==> src/rtl/prog_loader.sv <==
// prog_loader: writer side of the instruction memory.
// Takes a length-prefixed byte stream from a host (valid/ready), packs byte
// pairs into 9-bit instructions, writes them to consecutive addresses and
// keeps the CPU in reset until a complete, well-formed program is loaded.
// Optional checksum stage: define LOADER_CSUM_EN to require a trailing
// mod-256 checksum byte before the program is accepted.
module prog_loader #(
  parameter int IW = 9,
  parameter int AW = 8
) (
  input  logic          clk,
  input  logic          reset,
  input  logic          start,
  input  logic          s_valid,
  input  logic [7:0]    s_data,
  output logic          s_ready,
  output logic          im_we,
  output logic [AW-1:0] im_addr,
  output logic [IW-1:0] im_din,
  output logic          cpu_hold,
  output logic          load_done,
  output logic          err
);

`ifdef LOADER_CSUM_EN
  typedef enum logic [2:0] {
    ST_IDLE, ST_LEN, ST_LO, ST_HI, ST_WR, ST_DONE, ST_ERR, ST_CSUM
  } state_t;
`else
  typedef enum logic [2:0] {
    ST_IDLE, ST_LEN, ST_LO, ST_HI, ST_WR, ST_DONE, ST_ERR
  } state_t;
`endif

  state_t state_q, state_d;

  logic          s_ready_q, s_ready_d;
  logic          im_we_q, im_we_d;
  logic          cpu_hold_q, cpu_hold_d;
  logic          load_done_q, load_done_d;
  logic          err_q, err_d;
  logic [AW-1:0] im_addr_q, im_addr_d;
  logic [IW-1:0] im_din_q, im_din_d;
  logic [7:0]    len_q, len_d;
  logic [7:0]    lo_q, lo_d;
  logic [7:0]    cnt_q, cnt_d;
`ifdef LOADER_CSUM_EN
  logic [7:0]    sum_q, sum_d;
`endif

  logic       xfer;
  logic       start_ok;
  logic       hi_bad;
  logic [7:0] cnt_inc;
  logic       last_word;

  // Handshake and bookkeeping terms shared by the next-state and datapath logic.
  // A length of 0 means 256 words; the 8-bit wrap of cnt_inc handles that for free.
  always_comb begin
    xfer      = s_valid & s_ready_q;
    start_ok  = start & ((state_q == ST_IDLE) | (state_q == ST_DONE) | (state_q == ST_ERR));
    hi_bad    = |s_data[7:1];
    cnt_inc   = cnt_q + 8'd1;
    last_word = (cnt_inc == len_q);
  end

  // State register.
  always_ff @(posedge clk or negedge reset) begin
    if (!reset) begin
      state_q <= ST_IDLE;
    end else begin
      state_q <= state_d;
    end
  end

  // Next-state logic: bytes advance LEN/LO/HI, each completed word costs one WR cycle.
  always_comb begin
    state_d = state_q;
    case (state_q)
      ST_IDLE, ST_DONE, ST_ERR: begin
        if (start) state_d = ST_LEN;
      end
      ST_LEN: begin
        if (xfer) state_d = ST_LO;
      end
      ST_LO: begin
        if (xfer) state_d = ST_HI;
      end
      ST_HI: begin
        if (xfer) state_d = hi_bad ? ST_ERR : ST_WR;
      end
      ST_WR: begin
`ifdef LOADER_CSUM_EN
        state_d = last_word ? ST_CSUM : ST_LO;
`else
        state_d = last_word ? ST_DONE : ST_LO;
`endif
      end
`ifdef LOADER_CSUM_EN
      ST_CSUM: begin
        if (xfer) state_d = (s_data == sum_q) ? ST_DONE : ST_ERR;
      end
`endif
      default: state_d = ST_IDLE;
    endcase
  end

  // Output decode from the upcoming state so every output leaves a flop.
  always_comb begin
    s_ready_d   = 1'b0;
    im_we_d     = 1'b0;
    cpu_hold_d  = 1'b1;
    load_done_d = 1'b0;
    err_d       = 1'b0;
    case (state_d)
      ST_LEN, ST_LO, ST_HI: s_ready_d = 1'b1;
`ifdef LOADER_CSUM_EN
      ST_CSUM:              s_ready_d = 1'b1;
`endif
      ST_WR:                im_we_d = 1'b1;
      ST_DONE: begin
        load_done_d = 1'b1;
        cpu_hold_d  = 1'b0;
      end
      ST_ERR:               err_d = 1'b1;
      default: ;
    endcase
  end

  // Datapath: latch length and low byte, assemble the word, advance address and count.
  always_comb begin
    len_d     = len_q;
    lo_d      = lo_q;
    cnt_d     = cnt_q;
    im_addr_d = im_addr_q;
    im_din_d  = im_din_q;
`ifdef LOADER_CSUM_EN
    sum_d     = sum_q;
`endif
    if (start_ok) begin
      im_addr_d = '0;
      cnt_d     = '0;
`ifdef LOADER_CSUM_EN
      sum_d     = '0;
`endif
    end
    case (state_q)
      ST_LEN: begin
        if (xfer) len_d = s_data;
      end
      ST_LO: begin
        if (xfer) begin
          lo_d = s_data;
`ifdef LOADER_CSUM_EN
          sum_d = sum_q + s_data;
`endif
        end
      end
      ST_HI: begin
        if (xfer && !hi_bad) begin
          im_din_d = IW'({s_data[0], lo_q});
`ifdef LOADER_CSUM_EN
          sum_d = sum_q + s_data;
`endif
        end
      end
      ST_WR: begin
        im_addr_d = im_addr_q + AW'(1);
        cnt_d     = cnt_inc;
      end
      default: ;
    endcase
  end

  // Registered outputs and datapath state.
  always_ff @(posedge clk or negedge reset) begin
    if (!reset) begin
      s_ready_q   <= 1'b0;
      im_we_q     <= 1'b0;
      cpu_hold_q  <= 1'b1;
      load_done_q <= 1'b0;
      err_q       <= 1'b0;
      im_addr_q   <= '0;
      im_din_q    <= '0;
      len_q       <= '0;
      lo_q        <= '0;
      cnt_q       <= '0;
`ifdef LOADER_CSUM_EN
      sum_q       <= '0;
`endif
    end else begin
      s_ready_q   <= s_ready_d;
      im_we_q     <= im_we_d;
      cpu_hold_q  <= cpu_hold_d;
      load_done_q <= load_done_d;
      err_q       <= err_d;
      im_addr_q   <= im_addr_d;
      im_din_q    <= im_din_d;
      len_q       <= len_d;
      lo_q        <= lo_d;
      cnt_q       <= cnt_d;
`ifdef LOADER_CSUM_EN
      sum_q       <= sum_d;
`endif
    end
  end

  assign s_ready   = s_ready_q;
  assign im_we     = im_we_q;
  assign im_addr   = im_addr_q;
  assign im_din    = im_din_q;
  assign cpu_hold  = cpu_hold_q;
  assign load_done = load_done_q;
  assign err       = err_q;

endmodule

==> config.mk <==
export PLATFORM = sky130hd
export DESIGN_NAME = prog_loader
export DESIGN_NICKNAME = d
export VERILOG_FILES = /design/src/rtl/prog_loader.sv
export SDC_FILE = /design/constraint.sdc
export NUM_CORES = 1
export LEC_CHECK = 0
export ABC_AREA = 1
export CAP_MARGIN = 20
export CORE_MARGIN = 2
export CORE_UTILIZATION = 53
export DETAILED_ROUTE_END_ITERATION = 6
export HOLD_SLACK_MARGIN = 0.02
export PLACE_DENSITY = 0.78
export SKIP_CTS_REPAIR_TIMING = 1
export SKIP_LAST_GASP = 1
export SYNTH_ARGS = -nofsm -noshare
export SYNTH_HDL_FRONTEND = slang
export SYNTH_SLANG_ARGS = --single-unit
==> constraint.sdc <==
create_clock -name clk -period 2.1 [get_ports clk]
set_clock_uncertainty 0.15 [all_clocks]
set_input_delay 0.315 -clock clk [delete_from_list [all_inputs] [get_ports clk]]
set_output_delay 0.315 -clock clk [all_outputs]
set_load 0.005 [all_outputs]
# Word-level counts from Yosys, hierarchy flattened
# Index checks and enable logic that the tools add are counted.
# op_classes
add_sub_neg	2
n_eq_ne	13
reduce_logical	10
n_bitwise	4
n_mux	15
# ops
operator	count
two-way mux 8 bit	3
equality test 3 bit, second input constant	6
adder 8 x 1 -> 8 bit, second input constant	2
two-way mux 3 bit	5
case mux 3 bit (5 select lines)	1
equality test 3 x 2 -> 1 bit, second input constant	4
equality test 8 bit	1
OR reduction 7 bit	1
equality test 3 x 1 -> 1 bit, second input constant	2
AND reduction 2 bit	3
OR reduction 3 bit	2
two-way mux 1 bit	5
zero test 3 bit	1
AND 1 bit	2
two-way mux 2 bit	1
OR 1 bit	2
nonzero test 2 bit	1
logical AND 1 bit	1
zero test 1 bit	1
# word_totals
register_bits	49
out_inout_bits	22
word_cells	55
inputBits	12

# Logic depth before layout (Yosys ltp)
# depth
ltp_word	7
depth_mapped	14
ltp_nobuf	14

# Worst setup path after synthesis
# Ideal clock, no wire load.
# synth_path
path_kind	register to register
from	register cnt_q[0]
to	register im_we_q (netlist: im_we)
period_less_slack_ns	1.853
stages_incl_launch_ff	12
required_time_ns	1.833
path_buffers	0
path_slack_ns	0.247
arrival_time_ns	1.586
setup_time_ns	0.117
path_cell_list	dfrtp_1 ha_1 xnor2_1 nand2_1 nor2_1 nand3_1 nor2_1 nand3_1 nand2_1 inv_1 nand2_1 nor2_1
# synth_via
elab_chain_len	6
# synth_lines
item	line_no	text
from (decl)	46	logic [7:0] cnt_q, cnt_d;
from (signal assigned)	201	cnt_q <= cnt_d;
adder 8 x 1 -> 8 bit	63	cnt_inc = cnt_q + 8'd1;
equality test 8 bit	64	last_word = (cnt_inc == len_q);
two-way mux 3 bit	96	state_d = last_word ? ST_DONE : ST_LO;
case mux 3 bit (5 select lines)	79	case (state_q)
net state_d[0]	35	state_t state_q, state_d;
equality test 3 bit	115	case (state_d)
two-way mux 1 bit	115	
net im_we_d	38	logic im_we_q, im_we_d;
to (signal assigned)	193	im_we_q <= im_we_d;
to (decl)	38	
# The timed path passes the listed nets, and every way through them passes these cells.
# A chain may end at the register's enable or synchronous reset.

# Final worst setup path
# layout_path
from	register cnt_q[1]
to	register im_we_q (netlist: im_we)
# The elaborated chain is that of the path after synthesis.

==> impl_metrics.env <==
export IMPL_hold_path_class="reg2reg"
export IMPL_grt_pass1_vias=1936
export IMPL_die_w_um=69.8
export IMPL_chipHeight_um=69.8
export IMPL_synth_compound_area_share_pct=10.7
export IMPL_dpl_cell_area_um2=2740
export IMPL_clkPwrFrac_pct=22.5
export IMPL_power_density_nw_per_um2=1070
export IMPL_p_sw_share_pct=35.0
export IMPL_path_class="reg2reg"
export IMPL_r2r_start="cnt_q[1]"
export IMPL_synthesis_area_um2=2300
export IMPL_p_comb_share_pct=35.0
export IMPL_seq_power_share_pct=42.6
export IMPL_vias=1989
export IMPL_routedWlPerCell_um=12.8
export IMPL_ir_worst_vdd_v=0.000669
export IMPL_drc=0
export IMPL_avgSynthCellArea_um2=8.09
export IMPL_hold_depth=2
export IMPL_drtPass1Iterations=4
export IMPL_grt_start_max_net_pins=50
export IMPL_wl_mm=4.84
export IMPL_grt_antenna_before_repair=0
export IMPL_end_kind="register"
export IMPL_dp_cells=370
export IMPL_critPathCapture="im_we"
export IMPL_hold_viol=0
export IMPL_synthMuxAreaShare_pct=0.980
export IMPL_p_leak_nw=1.37
export IMPL_grt_pass1_wl_mm=8.72
export IMPL_track_usage_pct=21.8
export IMPL_fin_crit_sh_pct=92.4
export IMPL_grt_overflow=0
export IMPL_r2r_cells=12
export IMPL_synthAdderAreaFrac_pct=1.09
export IMPL_maxSlewViolCount=0
export IMPL_clock_sinks=49
export IMPL_arrival_ps=1990
export IMPL_status="complete, no violations"
export IMPL_total_power_mw=3.10
export IMPL_clkLatencyLatePin_ps=290
export IMPL_vias_per_cell=5.25
export IMPL_tritoncts="done"
export IMPL_startpoint_type="register"
export IMPL_ys_seq_elements=49
export IMPL_gp_congestion=0.837
export IMPL_cts_buffers=5
export IMPL_die_area_um2=4880
export IMPL_synthCells=284
export IMPL_fillers=335
export IMPL_startpoint="cnt_q[1]"
export IMPL_cts_root_buf="clkbuf_8"
export IMPL_core_area_um2=4090
export IMPL_diodes=0
export IMPL_setup_viol=0
export IMPL_crit_required_ps=2140
export IMPL_tightest_slew_ps=400
export IMPL_io_buffers=33
export IMPL_dp_hpwl_mm=3.48
export IMPL_h_tree_depth=2
export IMPL_final_area_um2=2910
export IMPL_synth_top_family_by_area="simple AND/OR/NAND/NOR gates"
export IMPL_fp_row_count=23
export IMPL_cp_max_fo=5
export IMPL_yosysSeqAreaShare_pct=53.4
export IMPL_slew_headroom_pct=73.3
export IMPL_yosysWarningCount=0
export IMPL_drv_cap=0
export IMPL_area_delta_synth_final_pct=26.7
export IMPL_drive_gt1_share_pct=10.6
export IMPL_drt_initial_drc_count=172
export IMPL_post_route_min_period_ps=1940
export IMPL_drt_antenna_violating_nets=0
export IMPL_post_synth_num_cell_types=23
export IMPL_ios=34
export IMPL_r2r_slack_ps=160
export IMPL_syn_nets=298
export IMPL_clk_path_buf_depth=2
export IMPL_power_switching_mw=1.09
export IMPL_p_int_mw=2.02
export IMPL_synth_xor_area_share_pct=0.763
export IMPL_start_util_pct=56.2
export IMPL_fmax_mhz=515
export IMPL_timing_rr_end="im_we"
export IMPL_yosys_area_share_simple_pct=25.8
export IMPL_clk_pin_slew_ps=90
export IMPL_fin_nets=342
export IMPL_finalNonFillerCells=379
==> metal layers <==
| metal | vias to the layer above | track usage, % | share of wire (%) |
|---|---|---|---|
| li1 | 1002 | - | - |
| met2 | 44 | 34.8 | 46 |
| met5 | - | 0 | 0 |
| met1 | 941 | 31.3 | 48 |
| met4 | 0 | 2.99 | 0.29 |
| met3 | 2 | 5.09 | 5.1 |
==> how the worst min path moves through the flow <==
stage              start         to  slack, ps
2_1_floorplan      reset   cnt_q[0]       -130
3_3_place_gp       reset   cnt_q[3]        170
3_5_place_dp       reset   len_q[3]        170
4_1_cts            reset   len_q[3]       -140
5_1_grt        im_din[0]  im_din[0]        380
6_report       im_din[1]  im_din[1]        340
==> power groups by stage <==
stage,registers [mW],clock network (mW),logic (mW)
floorplan,1.32,0,0.654
CTS,1.32,0.707,1.02
finish,1.32,0.697,1.09
detailed placement,1.34,0,1.01
global placement,1.33,0,0.988
global route,1.35,0.750,1.25
==> stage by stage <==
step                      hold slack [ps]  TNS, ps  setup slack, ps  util, %
final                                 342        0              159     71.2
after global routing                  384    -2.23            -2.23     71.2
after CTS                            -143        0              113     70.0
after detailed placement              170        0             72.7     67.0
after global placement                175        0             93.1     67.0
after floorplan                      -131        0              247        -
==> worst max-delay path, stage by stage, from the launching register on <==
cell	delay (ps)
dfrtp_1	370
ha_2	190
nand2_1	90
nor2_2	170
nand3_1	110
nand3_1	110
nand3_2	100
nor2_4	150
nand3_2	110
nand2_2	120
inv_1	70
nand2_1	60
nor2_1	40
==> final cells by class <==
| type | count | area, µm² | area share (%) |
|---|---|---|---|
| flip-flops and latches | 49 | 1230 | 42.2 |
| multi-input cells | 191 | 947 | 32.5 |
| clock buffers | 6 | 82.6 | 2.84 |
| clock inverters | 2 | 37.5 | 1.29 |
| inverters | 39 | 146 | 5.03 |
| well taps | 50 | 62.6 | 2.15 |
| repair buffers | 42 | 408 | 14.0 |
==> state kept, by name (all words and copies together) (netlist names) <==
| signal | cells |
|---|---|
| im_we | 1 |
| len_q | 8 |
| s_ready | 1 |
| cnt_q | 8 |
| im_din | 9 |
| im_addr | 8 |
| err | 1 |
| load_done | 1 |
| lo_q | 8 |
| state_q | 3 |
| cpu_hold | 1 |
==> kinds of logic (layout without fill, tap and decap cells) <==
logic type / count (synthesis) / after routing
buffers and inverters: 44 / 89
adder cells (fa/ha/maj): 2 / 2
AND/OR/NAND/NOR: 139 / 139
AO/OA/AOI/OAI: 46 / 46
XOR/XNOR: 2 / 2
multiplexers: 2 / 2
flip-flops: 49 / 49
==> cells in the mapped netlist (all sizes together) <==
master	count	area, µm²
nand3b	4	30.0
mux2	2	22.5
ha	2	25.0
nor2	24	95.1
o31ai	2	15.0
dfstp	1	26.3
clkbuf	5	18.8
a21oi	7	38.8
xor2	1	8.76
nand2	76	288
inv	39	146
dfrtp	48	1200
nor3	1	5.00
xnor2	1	8.76
nand4	4	25.0
o21ai	32	160
o22ai	4	25.0
nand3	30	150
o21bai	1	7.51
==> cell usage in the layout, fill, tap and decap left out, drive strengths merged, types with 2 or more instances in the layout <==
master / count
o21ai: 32
dfrtp: 48
clkdlybuf4s50: 32
nand3b: 4
inv: 39
buf: 9
clkbuf: 6
a21oi: 7
nor2: 24
o22ai: 4
nand2: 76
o31ai: 2
nand4: 4
mux2: 2
nand3: 30
ha: 2
No activity file was read; power rests on OpenSTA's default activity.
